===== src/rtl/uart_resp_encode_if.sv =====
// Handshake bundle between the response encoder, the read FIFO and the UART transmitter.
// The master modport is the encoder; the slave modport is the FIFO/TX side.
interface uart_resp_encode_if;
  logic       rd_done;
  logic       rfifo_empty;
  logic [7:0] rfifo_data;
  logic       rfifo_rd_en;
  logic       tx_done;
  logic       tx_start;
  logic [7:0] tx_data;
  logic       busy;
  logic       frame_done;

  modport master (
    input  rd_done, rfifo_empty, rfifo_data, tx_done,
    output rfifo_rd_en, tx_start, tx_data, busy, frame_done
  );

  modport slave (
    output rd_done, rfifo_empty, rfifo_data, tx_done,
    input  rfifo_rd_en, tx_start, tx_data, busy, frame_done
  );
endinterface


===== src/rtl/uart_resp_encode.sv =====
// Drains SEND_NUM bytes from the read FIFO into the UART TX, paced on tx_done.
// Define RESP_HEADER_EN to prefix every frame with HDR_BYTE.
module uart_resp_encode #(
  parameter int         SEND_NUM = 4,
  parameter logic [7:0] HDR_BYTE = 8'hAA
) (
  input logic                clk,
  input logic                rst,
  uart_resp_encode_if.master bus
);

  localparam logic [7:0] LAST_IDX = 8'(SEND_NUM - 1);

  typedef enum logic [2:0] {
    S_IDLE  = 3'd0,
`ifdef RESP_HEADER_EN
    S_HDR   = 3'd1,
    S_HWAIT = 3'd2,
`endif
    S_FETCH = 3'd3,
    S_LATCH = 3'd4,
    S_WAIT  = 3'd5,
    S_DONE  = 3'd6
  } state_t;

  state_t     state;
  logic [7:0] byte_cnt;
  logic       pending;

  always_ff @(posedge clk or posedge rst) begin
    if (rst) begin
      state           <= S_IDLE;
      byte_cnt        <= 8'd0;
      pending         <= 1'b0;
      bus.rfifo_rd_en <= 1'b0;
      bus.tx_start    <= 1'b0;
      bus.tx_data     <= 8'd0;
      bus.busy        <= 1'b0;
      bus.frame_done  <= 1'b0;
    end else begin
      bus.rfifo_rd_en <= 1'b0;
      bus.tx_start    <= 1'b0;
      bus.frame_done  <= 1'b0;

      // A request arriving mid-frame (including the DONE cycle) is remembered once.
      if (bus.rd_done && (state != S_IDLE))
        pending <= 1'b1;

      case (state)
        S_IDLE: begin
          byte_cnt <= 8'd0;
          if (bus.rd_done || pending) begin
            pending  <= 1'b0;
            bus.busy <= 1'b1;
`ifdef RESP_HEADER_EN
            state    <= S_HDR;
`else
            state    <= S_FETCH;
`endif
          end
        end
`ifdef RESP_HEADER_EN
        S_HDR: begin
          bus.tx_data  <= HDR_BYTE;
          bus.tx_start <= 1'b1;
          state        <= S_HWAIT;
        end
        S_HWAIT: begin
          if (bus.tx_done)
            state <= S_FETCH;
        end
`endif
        S_FETCH: begin
          if (!bus.rfifo_empty) begin
            bus.rfifo_rd_en <= 1'b1;
            state           <= S_LATCH;
          end
        end
        S_LATCH: begin
          bus.tx_data  <= bus.rfifo_data;
          bus.tx_start <= 1'b1;
          state        <= S_WAIT;
        end
        S_WAIT: begin
          if (bus.tx_done) begin
            byte_cnt <= byte_cnt + 8'd1;
            state    <= (byte_cnt == LAST_IDX) ? S_DONE : S_FETCH;
          end
        end
        S_DONE: begin
          bus.frame_done <= 1'b1;
          bus.busy       <= 1'b0;
          byte_cnt       <= 8'd0;
          state          <= S_IDLE;
        end
        default: begin
          bus.busy <= 1'b0;
          state    <= S_IDLE;
        end
      endcase
    end
  end

endmodule


===== src/flat_wrapper.sv =====
// flat-port wrapper written by rule: the top's interface ports become plain ports
module uart_resp_encode_flat 
#(
  parameter int         SEND_NUM = 4,
  parameter logic [7:0] HDR_BYTE = 8'hAA
)
  (clk, rst, bus_rd_done, bus_rfifo_empty, bus_rfifo_data, bus_tx_done, bus_rfifo_rd_en, bus_tx_start, bus_tx_data, bus_busy, bus_frame_done);
  uart_resp_encode_if bus_i ();
  input logic clk;
  input logic rst;
  input wire logic [$bits(bus_i.rd_done)-1:0] bus_rd_done;
  input wire logic [$bits(bus_i.rfifo_empty)-1:0] bus_rfifo_empty;
  input wire logic [$bits(bus_i.rfifo_data)-1:0] bus_rfifo_data;
  input wire logic [$bits(bus_i.tx_done)-1:0] bus_tx_done;
  output wire logic [$bits(bus_i.rfifo_rd_en)-1:0] bus_rfifo_rd_en;
  output wire logic [$bits(bus_i.tx_start)-1:0] bus_tx_start;
  output wire logic [$bits(bus_i.tx_data)-1:0] bus_tx_data;
  output wire logic [$bits(bus_i.busy)-1:0] bus_busy;
  output wire logic [$bits(bus_i.frame_done)-1:0] bus_frame_done;
  assign bus_i.rd_done = bus_rd_done;
  assign bus_i.rfifo_empty = bus_rfifo_empty;
  assign bus_i.rfifo_data = bus_rfifo_data;
  assign bus_i.tx_done = bus_tx_done;
  assign bus_rfifo_rd_en = bus_i.rfifo_rd_en;
  assign bus_tx_start = bus_i.tx_start;
  assign bus_tx_data = bus_i.tx_data;
  assign bus_busy = bus_i.busy;
  assign bus_frame_done = bus_i.frame_done;
  uart_resp_encode #(.SEND_NUM(SEND_NUM), .HDR_BYTE(HDR_BYTE)) u_core (.clk(clk), .rst(rst), .bus(bus_i));
endmodule

===== config.mk =====
export PLATFORM = sky130hd
export DESIGN_NAME = uart_resp_encode_flat
export DESIGN_NICKNAME = d
export VERILOG_FILES = /design/src/rtl/uart_resp_encode_if.sv /design/src/rtl/uart_resp_encode.sv /design/src/flat_wrapper.sv
export SDC_FILE = /design/constraint.sdc
export NUM_CORES = 1
export LEC_CHECK = 0
export ABC_AREA = 1
export BUFFER_PORTS_ARGS = -buffer_cell sky130_fd_sc_hd__buf_2
export CORE_MARGIN = 8
export CORE_UTILIZATION = 45
export DETAILED_ROUTE_END_ITERATION = 8
export GPL_ROUTABILITY_DRIVEN = 0
export PLACE_DENSITY = 0.77
export SKIP_CTS_REPAIR_TIMING = 1
export SKIP_LAST_GASP = 1
export SYNTH_ARGS = -nofsm -noshare
export SYNTH_HDL_FRONTEND = slang
export SYNTH_SLANG_ARGS = --single-unit

===== constraint.sdc =====
create_clock -name clk -period 1.1 [get_ports clk]
set_input_delay 0.11 -clock clk [delete_from_list [all_inputs] [get_ports clk]]
set_output_delay 0.11 -clock clk [all_outputs]
set_load 0.05 [all_outputs]

# After elaboration in Yosys (flattened, before gate mapping)
# Cells that the tools add are included.
dict set report totals {
  rom_bits 0
  elab_cells 44
  mem_bits_rw 0
  input_bits 13
  ff_bits 24
  mem_count 0
  latchBits 0
}
dict set report op_classes {
  multipliers 0
  reduce_logical 10
  div 0
  eq_ne 8
  n_addsub 1
  bitwise_logic 1
  order_cmp 0
  shifts 0
  mux 16
}
# op n
set op_table {}
lappend op_table {{$pmux 8 s2} 1}
lappend op_table {{$mux 3} 4}
lappend op_table {{$pmux 3 s4} 1}
lappend op_table {{$eq 3x3->1 const B} 3}
lappend op_table {{$add 8x1->8 const B} 1}
lappend op_table {{$eq 8x2->1 const B} 1}
lappend op_table {{$mux 1} 8}
lappend op_table {{$mux 8} 1}
lappend op_table {{$ne 2x2->1 const B} 2}
lappend op_table {{$reduce_and 2->1} 2}
lappend op_table {{$eq 3x2->1 const B} 1}
lappend op_table {{$logic_not 3->1} 1}
lappend op_table {{$reduce_and 3->1} 1}
lappend op_table {{$reduce_bool 3->1} 1}
lappend op_table {{$reduce_or 3->1} 1}
lappend op_table {{$ne 2x1->1 const B} 1}
lappend op_table {{$pmux 1 s2} 1}
lappend op_table {{$reduce_bool 2->1} 1}
lappend op_table {{$reduce_or 2->1} 1}
lappend op_table {{$logic_and 1x1->1} 1}
lappend op_table {{$logic_or 1x1->1} 1}
lappend op_table {{$not 1->1} 1}

# Longest topological paths before layout
# Gate-level depths: netlist of run 1.
dict set report depth {
  depth_word 5
  mapped_depth 8
}

# Worst setup path after synthesis of run 1
# OpenSTA, ideal clock, no wires.
dict set report synth_timing {
  kind {reg-to-reg}
  from {register u_core.state[1]}
  to {register u_core.byte_cnt[5]}
  required_ns 0.983
  setup_ns 0.117
  setup_slack_ns -0.053
  t_arrival_ns 1.035
  period_less_slack_ns 1.153
  path_buffers 1
  path_stages_with_launch 7
  path_cell_list {dfrtp_1 -> nor2_1 -> nand2_2 -> and2_1 -> buf_6 -> nand3_1 -> o21ai_2}
}
dict set report synth_between {
  elab_chain_cells 4
  word_cells_on_any_way 8
}
# element line
set synth_lines {}
lappend synth_lines {{from (decl)} uart_resp_encode.sv:26} ;# state_t state;
lappend synth_lines {{from (signal assigned)} uart_resp_encode.sv:87} ;# state <= (byte_cnt == LAST_IDX) ? S_DONE : S_FETCH;
lappend synth_lines {{$eq 3x3->1 or $logic_not 3->1 (tied branches)} uart_resp_encode.sv:49} ;# case (state)
lappend synth_lines {{$reduce_or 2->1 (no source line)} n/a}
lappend synth_lines {{$reduce_bool 2->1 (no source line)} n/a}
lappend synth_lines {{$reduce_and 2->1 (no source line)} n/a}
lappend synth_lines {{to (signal assigned)} uart_resp_encode.sv:86} ;# byte_cnt <= byte_cnt + 8'd1;
lappend synth_lines {{to (decl)} uart_resp_encode.sv:27} ;# logic [7:0] byte_cnt;
# Several ways; a longest one is shown, not always the timed one.
# A chain may end at the register's enable or synchronous reset.

# Worst setup path in the final report of run 1
dict set report layout_timing {
  from {register u_core.byte_cnt[0]}
  to {register u_core.byte_cnt[6]}
}
dict set report layout_between {
  elab_chain_cells 3
}
# element line
set layout_lines {}
lappend layout_lines {{$add 8x1->8} uart_resp_encode.sv:86}
lappend layout_lines {{$mux 8} uart_resp_encode.sv:85} ;# if (bus.tx_done) begin
lappend layout_lines {{$pmux 8 s2} uart_resp_encode.sv:49}
# No other way between the ends. The select of a mux whose other input is x is not followed.

==> results.json, run 1 <==
{
  "hold_slack_ns": -0.0216,
  "slew_viol_final": 0,
  "dieArea_mm2": 0.00460,
  "skew_ns": 0.00830,
  "io_buffers": 24,
  "maxCapViolCount": 0,
  "grt_pass1_vias": 1090,
  "overflow": 0,
  "drc": 0,
  "ys_types": 22,
  "fmax_mhz": 771,
  "switching_share": 0.471,
  "r2r-start": "u_core.byte_cnt[0]",
  "htreeDepth": 1,
  "design.core.area_mm2": 0.00266,
  "layout_commonest_cell": "nand2_1",
  "diodes": 0,
  "holdPathEnd": "u_core.bus.tx_data[5]",
  "power_density_mw_per_mm2": 2670,
  "fillers": 190,
  "yosys.area.top_type": "dfrtp_1",
  "reg2reg_to": "u_core.byte_cnt[6]",
  "viasPerCell": 4.99,
  "ir_drop_v": 0.00194,
  "worstSetupStartpointType": "flop",
  "rsz0062_at_grt": "true",
  "grt_max_degree": 25,
  "grt_pass1_wl_um": 4820,
  "syn_nets": 173,
  "tightest_slew_ns": 0.309,
  "hp-start": "bus_rfifo_data[5]",
  "rows": 19,
  "ys_warn_count": 0,
  "required_ns": 1.34,
  "internal-power_uw": 2540,
  "synth_top_area_frac": 0.496,
  "worst_hold_path_type": "in2reg",
  "synth_area_leaders": "dfrtp_1, nand2_1, inv_1",
  "utilization": 0.674,
  "switching_power_uw": 2260,
  "cts_tree": "yes",
  "leakage_uw": 0.000960,
  "synthCells": 159,
  "maxSlewHeadroom": 0.794,
  "power_frac_seq": 0.301,
  "setup_tns_ns": -2.42,
  "via_count": 1222,
  "power_frac_clock": 0.134,
  "gr-usage-all-layers": 0.135,
  "period_minus_slack_ns": 1.30,
  "status": "complete, but fails checks",
  "ys_seq_area_frac": 0.496,
  "dp_slack_ns": -0.173,
  "antenna_found_initial": 0,
  "ant_nets": 0,
  "timing.final.hold_violations": 1,
  "synth.cell_area_mm2": 0.00121,
  "violations": "hold timing, setup timing",
  "start_util": 0.454,
  "totalWireLength_um": 3600,
  "power_frac_comb": 0.565,
  "die_w_um": 67.9,
  "arrival_ns": 1.53,
  "rr_worst_depth": 6,
  "path_class": "reg2reg",
  "clock_latency_ns": 0.33,
  "regArea_um2": 604,
  "cts-root-buf": "clkbuf_4",
  "end_kind": "flop",
  "cts.sinks": 24,
  "timing.final.ws_setup_ns": -0.197,
  "dp_hpwl_um": 2120,
  "min_period_over_period": 1.18,
  "path_clk_slew_ns": 0.14,
  "syn_area_per_cell_um2": 7.61,
  "multi_input_area_um2": 616,
  "drt_iter0_markers": 57,
  "final_cell_mix": "nand2_1, dfrtp_1, buf_4",
  "die_h_um": 67.9,
  "pin_count": 25,
  "drt_pass1_iterations": 4,
  "clock_path_buffers": 2,
  "r2r_slack_ns": -0.20,
  "area_growth_pct": 48.4,
  "cts_buffers": 3,
  "crit_fanout": 3,
  "yosys_register_bits": 24,
  "final-setup-viol-count": 20,
  "fin_nets": 229,
  "wl_per_cell_um": 14.7,
  "min_path_cells": 3,
  "drive_gt1_frac": 0.383
}
-- area by class of cell --
type / instances / share of cell area
Sequential cell: 24 / 0.337
Multi-Input combinational cell: 112 / 0.343
Inverter: 22 / 0.0495
Tap cell: 31 / 0.0216
Timing Repair Buffer: 51 / 0.216
Clock inverter: 1 / 0.0167
Timing Repair inverter: 1 / 0.00418
Clock buffer: 3 / 0.0125
-- cells in the mapped netlist --
library cell / number
and2_1: 1
nand2_4: 1
nand3_2: 1
nand3b_1: 1
clkinv_2: 1
o21ai_2: 2
nand3_1: 14
o21ai_0: 4
clkinv_1: 1
nand4_1: 1
nor2_1: 16
nor3_1: 1
dfrtp_1: 24
inv_2: 1
inv_1: 19
nand2_1: 60
a21oi_1: 1
buf_6: 2
nand2_2: 3
xor2_1: 2
ha_1: 1
o21ai_1: 2
-- critical path, cell delays in order (launching register included) --
cell	delay, ns
dfrtp_1	0.39
ha_2	0.24
nand3_2	0.13
o21ai_0	0.23
nand2_1	0.10
nand3_2	0.08
nand2_1	0.05
-- metal layers --
layer,vias to the layer above,GRT usage,part of all wire
met5,-,0,0
met4,0,0.0460,0.031
met3,12,0.0311,0.046
met2,43,0.222,0.53
met1,568,0.171,0.40
li1,599,-,-
-- cells by family (layout without fill, tap and decap cells) --
logic type,count (synthesis),after routing,synth area share
simple gates,99,100,0.347
flops,24,24,0.496
buf+inv,24,78,0.0879
compound gates,9,9,0.0434
xor+xnor,2,2,0.0145
fa+ha+maj,1,1,0.0103
-- power by group through the flow --
stage	clock, uW	sequential, uW	combinational, uW
final	645	1440	2710
after global routing	694	1470	2920
after CTS	651	1360	2130
after detailed placement	0	1370	2130
after global placement	0	1370	2090
after floorplan	0	2000	912
-- how the worst max path moves through the flow --
stage	startpoint	end	cells past startpoint	slack [ns]
global placement	u_core.state[1]	u_core.byte_cnt[6]	8	-0.12
finish	u_core.byte_cnt[0]	u_core.byte_cnt[6]	6	-0.20
CTS	u_core.state[1]	u_core.byte_cnt[2]	7	-0.22
detailed placement	u_core.state[1]	u_core.byte_cnt[2]	7	-0.17
floorplan	u_core.state[1]	u_core.byte_cnt[5]	6	-0.009
global route	u_core.state[0]	u_core.byte_cnt[2]	6	-0.24
-- flip-flops by register name (all words and copies together), names as in the netlist --
signal and count:
u_core.byte_cnt 8, u_core.pending 1, u_core.bus.tx_start 1, u_core.bus.frame_done 1, u_core.bus.rfifo_rd_en 1, u_core.bus.busy 1, u_core.state 3, u_core.bus.tx_data 8
-- through the flow --
step / total power [uW] / hold WS, ns / instances / instance area [um2]
6_report: 4800 / -0.0216 / 245 / 1800
4_1_cts: 4150 / -0.199 / 230 / 1520
3_5_place_dp: 3500 / 0.170 / 226 / 1460
3_3_place_gp: 3460 / 0.171 / 226 / 1460
2_1_floorplan: 2920 / 0.125 / 159 / 1220
5_1_grt: 5080 / 0.00688 / 245 / 1800
(Power assumes the default switching activity.)
==> run 2, diff against run 1 <==
- CORE_UTILIZATION: 45 -> 29
- PLACE_DENSITY: 0.77 -> 0.55
- clock period: 1.1 -> 1.25 ns (I/O delays scaled with it)
==> run 2 against run 1 <==
  * The flow now finishes without violations
  * Highest routed layer unchanged
  * Power down 27%
  * Critical path type unchanged
  * Utilization is 29 points lower
  * Non-clock buffer count shrank 17
  * Global-route usage decreased by 4.9 points
==> results.json, run 2 (same netlist as run 1, synthesis figures left out) <==
{
  "ant_nets": 0,
  "cts_tree": "yes",
  "die_h_um": 80.6,
  "final_cell_mix": "nand2_1, buf_2, dfrtp_1",
  "diodes": 0,
  "grt_max_degree": 25,
  "period_minus_slack_ns": 1.22,
  "path_class": "reg2reg",
  "layout_commonest_cell": "nand2_1",
  "fillers": 411,
  "slew_viol_final": 0,
  "end_kind": "flop",
  "min_period_over_period": 0.974,
  "setup_tns_ns": 0,
  "power_density_mw_per_mm2": 2300,
  "final-setup-viol-count": 0,
  "io_buffers": 24,
  "worstSetupStartpointType": "flop",
  "skew_ns": 0.00738,
  "pin_count": 25,
  "grt_pass1_wl_um": 4420,
  "start_util": 0.302,
  "dieArea_mm2": 0.00649,
  "drt_pass1_iterations": 4,
  "drc": 0,
  "cts-root-buf": "clkbuf_8",
  "cp_slowest_stage_delay_ns": 0.44,
  "design.core.area_mm2": 0.00400,
  "gr-usage-all-layers": 0.0859,
  "htreeDepth": 1,
  "overflow": 0,
  "rsz0062_at_grt": "true",
  "rows": 23,
  "status": "finished clean",
  "grt_pass1_vias": 1030,
  "postPlaceCellArea_mm2": 0.00144,
  "cpMaxStageDelayCell": "dfrtp_1",
  "wl_per_cell_um": 10.6,
  "totalWireLength_um": 2610,
  "worst_hold_path_type": "in2reg",
  "cts_buffers": 3,
  "viasPerCell": 4.29,
  "largestRegisters": "u_core.bus.tx_data: 8 flops, u_core.byte_cnt: 8 flops, u_core.state: 3 flops",
  "arrival_ns": 1.37,
  "clock_path_buffers": 2,
  "required_ns": 1.40,
  "p_total_uw": 3510,
  "leakage_uw": 0.000862,
  "cp_cell_sequence": "nor2_2 > nand2_2 > nand3_1 > nand2_4 > inv_2 > o21ai_0",
  "area_growth_pct": 26.3,
  "crit_fanout": 11,
  "finalInstanceArea_mm2": 0.00153,
  "cts.sinks": 24,
  "drt_iter0_markers": 47,
  "maxSlewHeadroom": 0.794,
  "die_w_um": 80.6,
  "fin_cells": 245,
  "dp_hpwl_um": 2000,
  "timing.final.hold_violations": 0,
  "maxCapViolCount": 0,
  "fmax_mhz": 821,
  "antenna_found_initial": 0,
  "drive_gt1_frac": 0.277,
  "path_clk_slew_ns": 0.09,
  "dp.cells": 240,
  "hold_slack_ns": 0.00630,
  "tightest_slew_ns": 0.309,
  "ir_drop_v": 0.00125,
  "clock_latency_ns": 0.27,
  "via_count": 1052,
  "fin_nets": 210
}
[run 2: cell count changes in the layout (fill, tap and decap cells not counted), sizes merged]
| cell | change |
|---|---|
| dlygate4sd3 | -8 |
| buf | -7 |
| clkinv | +2 |
| clkinvlp | -2 |
| bufinv | -1 |
| clkbuf | -1 |
| inv | -1 |
| nand2 | -1 |
[run 2: final timing paths]
kind,startpoint,to,slack (ns),cells after the start
setup / recovery,u_core.state[0],u_core.byte_cnt[2],0.03,6
hold / removal,bus_rfifo_empty,u_core.bus.rfifo_rd_en,0.006,2
setup reg to reg,u_core.state[0],u_core.byte_cnt[2],0.03,6
hold reg to reg,u_core.bus.tx_data[4],u_core.bus.tx_data[4],0.48,2
max in group asynchronous,rst,u_core.byte_cnt[7],0.58,4
min in group asynchronous,rst,u_core.bus.tx_data[4],0.43,4
[run 2: critical path: cells and delay by family (launching register included)]
family	cells	cell delay (ns)
simple gates	4	0.49
buf+inv	1	0.09
flops	1	0.44
compound gates	1	0.07
[run 2: power by group]
| part | switching [uW] | internal [uW] |
|---|---|---|
| logic | 1260 | 522 |
| clock network | 245 | 281 |
| registers | 165 | 1030 |
[run 2: stage by stage]
step	worst slack, ns	util
3_3_place_gp	-0.00998	0.359
5_1_grt	-0.0411	0.382
4_1_cts	-0.0605	0.373
6_report	0.0320	0.382
3_5_place_dp	-0.0505	0.359
2_1_floorplan	0.0973	-
[run 2: layout make-up]
cell class | count | area (um2) | area share
well taps | 50 | 62.6 | 0.0409
clock buffers | 4 | 55.1 | 0.0360
inverters | 22 | 83.8 | 0.0549
flip-flops and latches | 24 | 601 | 0.393
repair buffers | 34 | 198 | 0.129
multi-input cells | 111 | 528 | 0.346
[run 2: per-layer routing]
metal  up-vias  track usage  share of wire
li1        558            -              -
met1       451        0.115           0.52
met2        38        0.121           0.41
met3         5       0.0246          0.057
met4         0       0.0436          0.021
met5         -            0              0
